File: src/rtl/console_pkg.sv
// rtl/console_pkg.sv - shared character constants and output FSM state type for console_tx
package console_pkg;
  localparam logic [7:0] EOT_CHAR = 8'h04;
  localparam logic [7:0] LF_CHAR  = 8'h0A;
  localparam logic [7:0] CR_CHAR  = 8'h0D;

  typedef enum logic {
    S_DATA = 1'b0,
    S_LF   = 1'b1
  } tx_state_t;
endpackage

File: src/rtl/console_fifo.sv
// rtl/console_fifo.sv - byte FIFO with show-ahead head and extra-bit pointers for full/empty
module console_fifo #(
  parameter int DEPTH = 8
) (
  input  logic       clk,
  input  logic       rst_n,
  input  logic       push,
  input  logic [7:0] push_data,
  input  logic       pop,
  output logic [7:0] head,
  output logic       full,
  output logic       empty
);
  localparam int AW = $clog2(DEPTH);

  logic [AW:0] wr_ptr;
  logic [AW:0] rd_ptr;
  logic [7:0]  mem [DEPTH];

  always_ff @(posedge clk or negedge rst_n) begin
    if (!rst_n) begin
      wr_ptr <= '0;
      rd_ptr <= '0;
      for (int i = 0; i < DEPTH; i++) mem[i] <= '0;
    end else begin
      if (push) begin
        mem[wr_ptr[AW-1:0]] <= push_data;
        wr_ptr              <= wr_ptr + (AW+1)'(1);
      end
      if (pop) rd_ptr <= rd_ptr + (AW+1)'(1);
    end
  end

  // Same index with differing wrap bits means the writer is a full lap ahead.
  assign full  = (wr_ptr[AW] != rd_ptr[AW]) && (wr_ptr[AW-1:0] == rd_ptr[AW-1:0]);
  assign empty = (wr_ptr == rd_ptr);
  assign head  = mem[rd_ptr[AW-1:0]];
endmodule

File: src/rtl/console_tx.sv
// rtl/console_tx.sv - CPU console output: FIFO, EOT/done tracking, sent counter; CONSOLE_CRLF_EN inserts CR before LF
module console_tx
  import console_pkg::*;
#(
  parameter int DEPTH = 8,
  parameter int CNT_W = 16
) (
  input  logic             clk,
  input  logic             rst_n,
  input  logic             wr_en,
  input  logic [7:0]       wr_data,
  output logic             wr_full,
  output logic             tx_valid,
  output logic [7:0]       tx_data,
  input  logic             tx_ready,
  output logic             overflow,
  output logic             done,
  output logic [CNT_W-1:0] sent_cnt
);
`ifdef CONSOLE_CRLF_EN
  localparam logic CRLF = 1'b1;
`else
  localparam logic CRLF = 1'b0;
`endif

  tx_state_t  state;
  logic       eot_pending;
  logic       fifo_full;
  logic       fifo_empty;
  logic [7:0] head;
  logic       is_eot;
  logic       push;
  logic       pop;
  logic       hs;
  logic       cr_insert;

  assign is_eot    = (wr_data == EOT_CHAR);
  assign push      = wr_en && !fifo_full && !done && !is_eot;
  assign hs        = tx_valid && tx_ready;
  assign cr_insert = CRLF && (state == S_DATA) && !fifo_empty && (head == LF_CHAR);
  // An LF head stays queued through its CR handshake and is only popped from S_LF.
  assign pop       = hs && !cr_insert;

  console_fifo #(.DEPTH(DEPTH)) u_fifo (
    .clk       (clk),
    .rst_n     (rst_n),
    .push      (push),
    .push_data (wr_data),
    .pop       (pop),
    .head      (head),
    .full      (fifo_full),
    .empty     (fifo_empty)
  );

  assign wr_full  = fifo_full;
  assign tx_valid = !fifo_empty;

  always_comb begin
    tx_data = head;
    if (state == S_LF)  tx_data = LF_CHAR;
    else if (cr_insert) tx_data = CR_CHAR;
  end

  always_ff @(posedge clk or negedge rst_n) begin
    if (!rst_n) begin
      state       <= S_DATA;
      eot_pending <= 1'b0;
      overflow    <= 1'b0;
      done        <= 1'b0;
      sent_cnt    <= '0;
    end else begin
      if (wr_en && !done && is_eot)                eot_pending <= 1'b1;
      if (wr_en && !done && !is_eot && fifo_full)  overflow    <= 1'b1;
      if (eot_pending && fifo_empty && state == S_DATA) done   <= 1'b1;
      if (hs) sent_cnt <= sent_cnt + CNT_W'(1);
      case (state)
        S_DATA: if (hs && cr_insert) state <= S_LF;
        S_LF:   if (hs)              state <= S_DATA;
        default:                     state <= S_DATA;
      endcase
    end
  end
endmodule

File: config.mk
export PLATFORM = sky130hd
export DESIGN_NAME = console_tx
export DESIGN_NICKNAME = d
export VERILOG_FILES = /design/src/rtl/console_pkg.sv /design/src/rtl/console_fifo.sv /design/src/rtl/console_tx.sv
export SDC_FILE = /design/constraint.sdc
export NUM_CORES = 1
export LEC_CHECK = 0
export CORE_MARGIN = 4
export CORE_UTILIZATION = 40
export CTS_CLUSTER_DIAMETER = 150
export DETAILED_ROUTE_END_ITERATION = 8
export MAX_ROUTING_LAYER = met4
export SYNTH_ARGS = -nofsm -noshare
export SYNTH_HDL_FRONTEND = slang
export SYNTH_SLANG_ARGS = --single-unit
File: constraint.sdc
create_clock -name clk -period 2.2 [get_ports clk]
set_input_delay 0.22 -clock clk [delete_from_list [all_inputs] [get_ports clk]]
set_output_delay 0.22 -clock clk [all_outputs]
set_load 0.05 [all_outputs]
# Word level (Yosys, flattened, before mapping)
# Index checks and enable logic that the tools add are counted.
[totals]
register_bits = 92
input_bits = 12
memories = 0
output_inout_bits = 28
latch_bits = 0
ram_bits = 0
rom_bits = 0
[op_classes]
n_addsub = 3
n_div = 0
eq_ne = 4
muxes = 9
mul = 0
n_reduce_logical = 16
shift = 0
magnitude_cmp = 3
bitwise_logic = 3
[op_table]
columns = ["cell", "count"]
rows = [
  ["$bwmux W64", 1],
  ["$mux W8", 4],
  ["$bmux W8 S3", 1],
  ["$demux W8 S3", 1],
  ["$add A16 B1 Y16 const B", 1],
  ["$logic_and A1 B1 Y1", 12],
  ["$add A4 B1 Y4 const B", 2],
  ["$eq A8 B3 Y1 const B", 1],
  ["$ge A4 B4 Y1 const B", 2],
  ["$not A3 Y4", 2],
  ["$eq A4 B4 Y1", 1],
  ["$logic_not A1 Y1", 4],
  ["$lt A4 B1 Y1 const B", 1],
  ["$eq A3 B3 Y1", 1],
  ["$pmux W1 S2", 1],
  ["$mux W1", 1],
  ["$ne A1 B1 Y1", 1],
  ["$not A1 Y1", 1],
]

# Depth between registers and ports, before layout
[depth]
depth_word = 6
ltp_mapped = 7

# Hierarchy
# Synthesis repeated with hierarchy kept, for this count alone.
[unflattened]
hier_cells = 278
area_unflattened_um2 = 4306.6
[modules_own_cells]
columns = ["module", "n_inst", "cells_each", "area_per_inst_um2", "seq_area_each_um2"]
rows = [
  ["console_fifo", 1, 199, 3373.2, 1801.7],
  ["console_tx", 1, 79, 933.4, 500.5],
]

# Worst setup path after synthesis
# No wires, ideal clock.
[synth_timing]
path_kind = "reg-to-reg"
from = "register u_fifo.wr_ptr[0]"
to = "register sent_cnt[13]"
setup_slack_ps = 97
synth_period_minus_slack_ps = 2103
required_time_ps = 2059
arrival_ps = 1962
n_path_buf = 2
setup_ps = 141
stages_incl_launch_ff = 7
cell_sequence = "dfrtp_1 buf_6 xor2_2 or4_2 clkbuf_1 nand4_1 xnor2_1"
[synth_via]
elab_chain_cells = 3
[synth_lines]
columns = ["item", "line_no", "source"]
rows = [
  ["from (decl)", "console_fifo.sv:16", "logic [AW:0] wr_ptr;"],
  ["from (signal assigned)", "console_fifo.sv:28", "wr_ptr <= wr_ptr + (AW+1)'(1);"],
  ["$eq A4 B4 Y1", "console_fifo.sv:36", "assign empty = (wr_ptr == rd_ptr);"],
  ["$logic_not A1 Y1", "console_tx.sv:56", "assign tx_valid = !fifo_empty;"],
  ["named net tx_valid", "console_tx.sv:13", "output logic tx_valid,"],
  ["$logic_and A1 B1 Y1", "console_tx.sv:39", "assign hs = tx_valid && tx_ready;"],
  ["to (signal assigned)", "console_tx.sv:75", "if (hs) sent_cnt <= sent_cnt + CNT_W'(1);"],
  ["to (decl)", "console_tx.sv:18", "output logic [CNT_W-1:0] sent_cnt"],
]
# The timed path passes the listed nets, and every way through them passes these cells.
# A chain may end at the register's enable or synchronous reset.

# Worst setup path after layout
[layout_timing]
from = "register u_fifo.rd_ptr[0]"
to = "output tx_data[3]"
[layout_via]
elab_chain_cells = 5
[layout_lines]
columns = ["item", "line_no", "source"]
rows = [
  ["from (decl)", "console_fifo.sv:17", "logic [AW:0] rd_ptr;"],
  ["from (signal assigned)", "console_fifo.sv:30", "if (pop) rd_ptr <= rd_ptr + (AW+1)'(1);"],
  ["$not A3 Y4 (implied by the code)", "console_fifo.sv:37", "assign head = mem[rd_ptr[AW-1:0]];"],
  ["$bmux W8 S3", "console_fifo.sv:37", ""],
  ["$mux W8 (implied by the code) (2 in series)", "console_fifo.sv:37", ""],
  ["$mux W8", "console_tx.sv:60", "if (state == S_LF) tx_data = LF_CHAR;"],
  ["to (decl)", "console_tx.sv:14", "output logic [7:0] tx_data,"],
]
# No other way between the ends. The select of a mux whose other input is x is not followed.

==> results.ini <==
[detailed_routing]
routed_wl_um=9482
via_per_inst=5.190
drc=0
ant_nets=0
num_vias=2699
avgRoutedWirePerCell_um=18.23
drt_first_iter_violations=120
dr.pass1.iters=4

[final_layout]
finish.instance_area_sq_mm=0.005490
nFillCells=971
syn_to_final_growth_pct=24.38
fin_nets=390
drive_gt1_share_pct=41.84
utilization_pct=50.65
n_antenna_cell=0

[synthesis]
synth_area_leaders=dfrtp_1, mux2_2, mux2_4, mux4_2, xnor2_1
yosysMostFrequentCell=dfrtp_1
yosysWarnings=0
synth_cell_type_count=42
synth_area_sq_mm=0.004414
async_flop_share_pct=100.0
postSynthAreaPerCell_sq_um=14.71
synth_top_area_share_pct=52.15
ys.flop_type=dfrtp_1
syn_nets=315
synthCells=300
seq_area_frac_synth_pct=52.15
synthTopCellsByCount=dfrtp_1, mux2_2, mux2_4, xnor2_1
synth_edf_count=0
synth_seq_cells=92
post-synth-top-area-cell=dfrtp_1

[global_route]
grt_max_degree=49
busiest_layer=met2
use_met1_pct=21.65
grt.overflow.total=0
grt_use_total_pct=16.37
gr-usage-met3_pct=3.743
grt_pass1_vias=2896
met2_usage_pct=25.67
grt_pass1_wl_um=15700
antenna_found_initial=0

[clock_network]
cts_buffer_depth=2
htree_num_levels=3
cts_sinks=92
cts_tree=yes
numCtsBuffers=9
clk_latency_ns=0.36
cts.clk_slew.worst_paths_ns=0.09
cts_root_buffer=clkbuf_8

[sta]
relSlewSlack_pct=57.50
setup_viol=1
post-route-period-util_pct=100.6
finalCriticalPeriod_ns=2.213
setup_ws_ns=-0.01294
max_freq_mhz=451.9
rsz0062_at_grt=yes
holdWs_ns=0.4319
tightest_slew_ns=0.6375
finalHoldViolations=0
skew_ns=0.007193
slew_viol_final=0

[run]
cap_violations=0

[die]
ioPinCount=40
die_h_um=113.1
die_w_um=113.1
coreArea_sq_mm=0.01084
row_count=38
dieArea_sq_mm=0.01278
start_util_pct=40.72

[critical_path]
critPathKind=reg -> out
path_max_fanout=6
path_delay_family=multiplexers
crit_arrival_ns=1.99
critPathSlowestCell=mux4_2
critPathLaunchType=flip-flop
crit_top_cell=buf_6
crit_required_ns=1.98
max_stage_delay_ns=0.47
cp_num_buf_inv=3
worstPathCellList=buf_6 > buf_6 > mux4_2 > a211o_1 > buf_6
critPathCaptureType=primary output

[pwr]
p_seq_share_pct=33.1
swShare_pct=38.12
p_per_area_mw_per_mm2=1606
switchingPower_mw=3.362
max-vdd-ir-drop_uv=837.2
comb_power_share_pct=52.4
p_leak_nw=2.404
p_int_mw=5.458
p_clk_share_pct=14.4

[status]
violations=negative setup slack
status=finished, violations left

[place]
port_buffers=39
gp_congestion=0.7513
hpwlAfterDp_um=6531
post-place-ws_ns=-0.1561
post_dp_cell_area_sq_mm=0.005152

[worst_hold_path]
hold_class=in -> async

-- registers in the layout, indices dropped and copies added (netlist names) --
| name | cells |
|---|---|
| u_fifo.mem | 64 |
| eot_pending | 1 |
| u_fifo.wr_ptr | 4 |
| overflow | 1 |
| done | 1 |
| state | 1 |
| sent_cnt | 16 |
| u_fifo.rd_ptr | 4 |
-- layer usage --
layer	part of all wire, %	up-vias
li1	-	1243
met1	46	1394
met5	0	-
met2	48	51
met3	4.9	11
met4	1.2	0
-- power by group through the flow --
stage                     Combinational [mW]  Clock (mW)  Sequential [mW]
after floorplan                         3.11           0             3.03
after global placement                  4.35           0             2.92
after detailed placement                4.41           0             2.94
after CTS                               4.53        1.31             2.91
after global routing                    4.95        1.38             3.02
final                                   4.62        1.27             2.92
-- layout by cell type (no fill, tap or decap), types with 2 or more instances in the layout --
| cell | instances |
|---|---|
| buf_12 | 5 |
| nand4_2 | 2 |
| nor4_1 | 3 |
| mux2_1 | 3 |
| and4b_1 | 2 |
| bufinv_16 | 2 |
| buf_4 | 33 |
| nor2_1 | 12 |
| mux2_4 | 24 |
| nand2b_1 | 2 |
| clkbuf_8 | 10 |
| mux4_2 | 16 |
| nand4_1 | 9 |
| dfrtp_1 | 91 |
| nand3_2 | 2 |
| and3_1 | 2 |
| mux2i_1 | 6 |
| xnor2_1 | 19 |
| clkdlybuf4s50_1 | 28 |
| or4_4 | 2 |
| nand3_1 | 5 |
| buf_6 | 13 |
| nand2_1 | 16 |
| o21bai_1 | 2 |
| a211o_1 | 2 |
| nor2b_1 | 3 |
| clkbuf_1 | 2 |
| xor2_1 | 5 |
| mux2_2 | 38 |
| ha_1 | 3 |
-- path summary, 6_finish.rpt --
| check | from | end | slack, ns | depth (start not counted) |
|---|---|---|---|---|
| worst max-delay path | u_fifo.rd_ptr[0]$_DFFE_PN0P_ | tx_data[3] | -0.01 | 5 |
| worst min-delay path | rst_n | u_fifo.mem[7]$_DFFE_PN0P_ | 0.43 | 2 |
| worst max register to register | u_fifo.rd_ptr[0]$_DFFE_PN0P_ | u_fifo.mem[24]$_DFFE_PN0P_ | 0.01 | 6 |
| worst min register to register | sent_cnt[15]$_DFFE_PN0P_ | sent_cnt[15]$_DFFE_PN0P_ | 0.47 | 1 |
| max in group asynchronous | rst_n | u_fifo.mem[56]$_DFFE_PN0P_ | 1.09 | 3 |
| min in group clk | sent_cnt[15]$_DFFE_PN0P_ | sent_cnt[15]$_DFFE_PN0P_ | 0.47 | 1 |
-- layout make-up --
class	count	area [sq um]	share of cell area, %
inverter	1	3.754	0.06837
tap	140	175.2	3.191
sequential	92	2303	41.96
multi-input combinational	191	2006	36.53
timing repair buffer	80	784.5	14.29
clock buffer	12	145.1	2.644
clock inverter	4	72.57	1.322
-- kinds of logic (layout without fill, tap and decap cells) --
group,after synthesis,count (layout),synth area share [%]
xor+xnor,26,26,5.499
mux,87,87,28.15
fa+ha+maj,3,3,0.8504
simple gates,67,67,8.872
buf+inv,17,97,2.806
flops,92,92,52.15
compound gates,8,8,1.672
-- through the flow --
step | TNS (ns) | cells | power, mW
after CTS | -0.3089 | 519 | 8.754
after global routing | -0.6533 | 520 | 9.344
after global placement | -8.131 | 499 | 7.273
after floorplan | 0 | 300 | 6.140
final | -0.01294 | 520 | 8.820
after detailed placement | -7.034 | 499 | 7.351
-- what timing repair did --
action | CTS | global route
setup endpoints to repair | 9 | 20
pin swaps | 2 | 3
hold endpoints to repair | 46 | 0
setup buffers | 3 | 1
cloned | 0 | 0
gates resized for setup | 7 | 15
hold buffers | 1 | 0
Power figures use the tool's default switching activity.
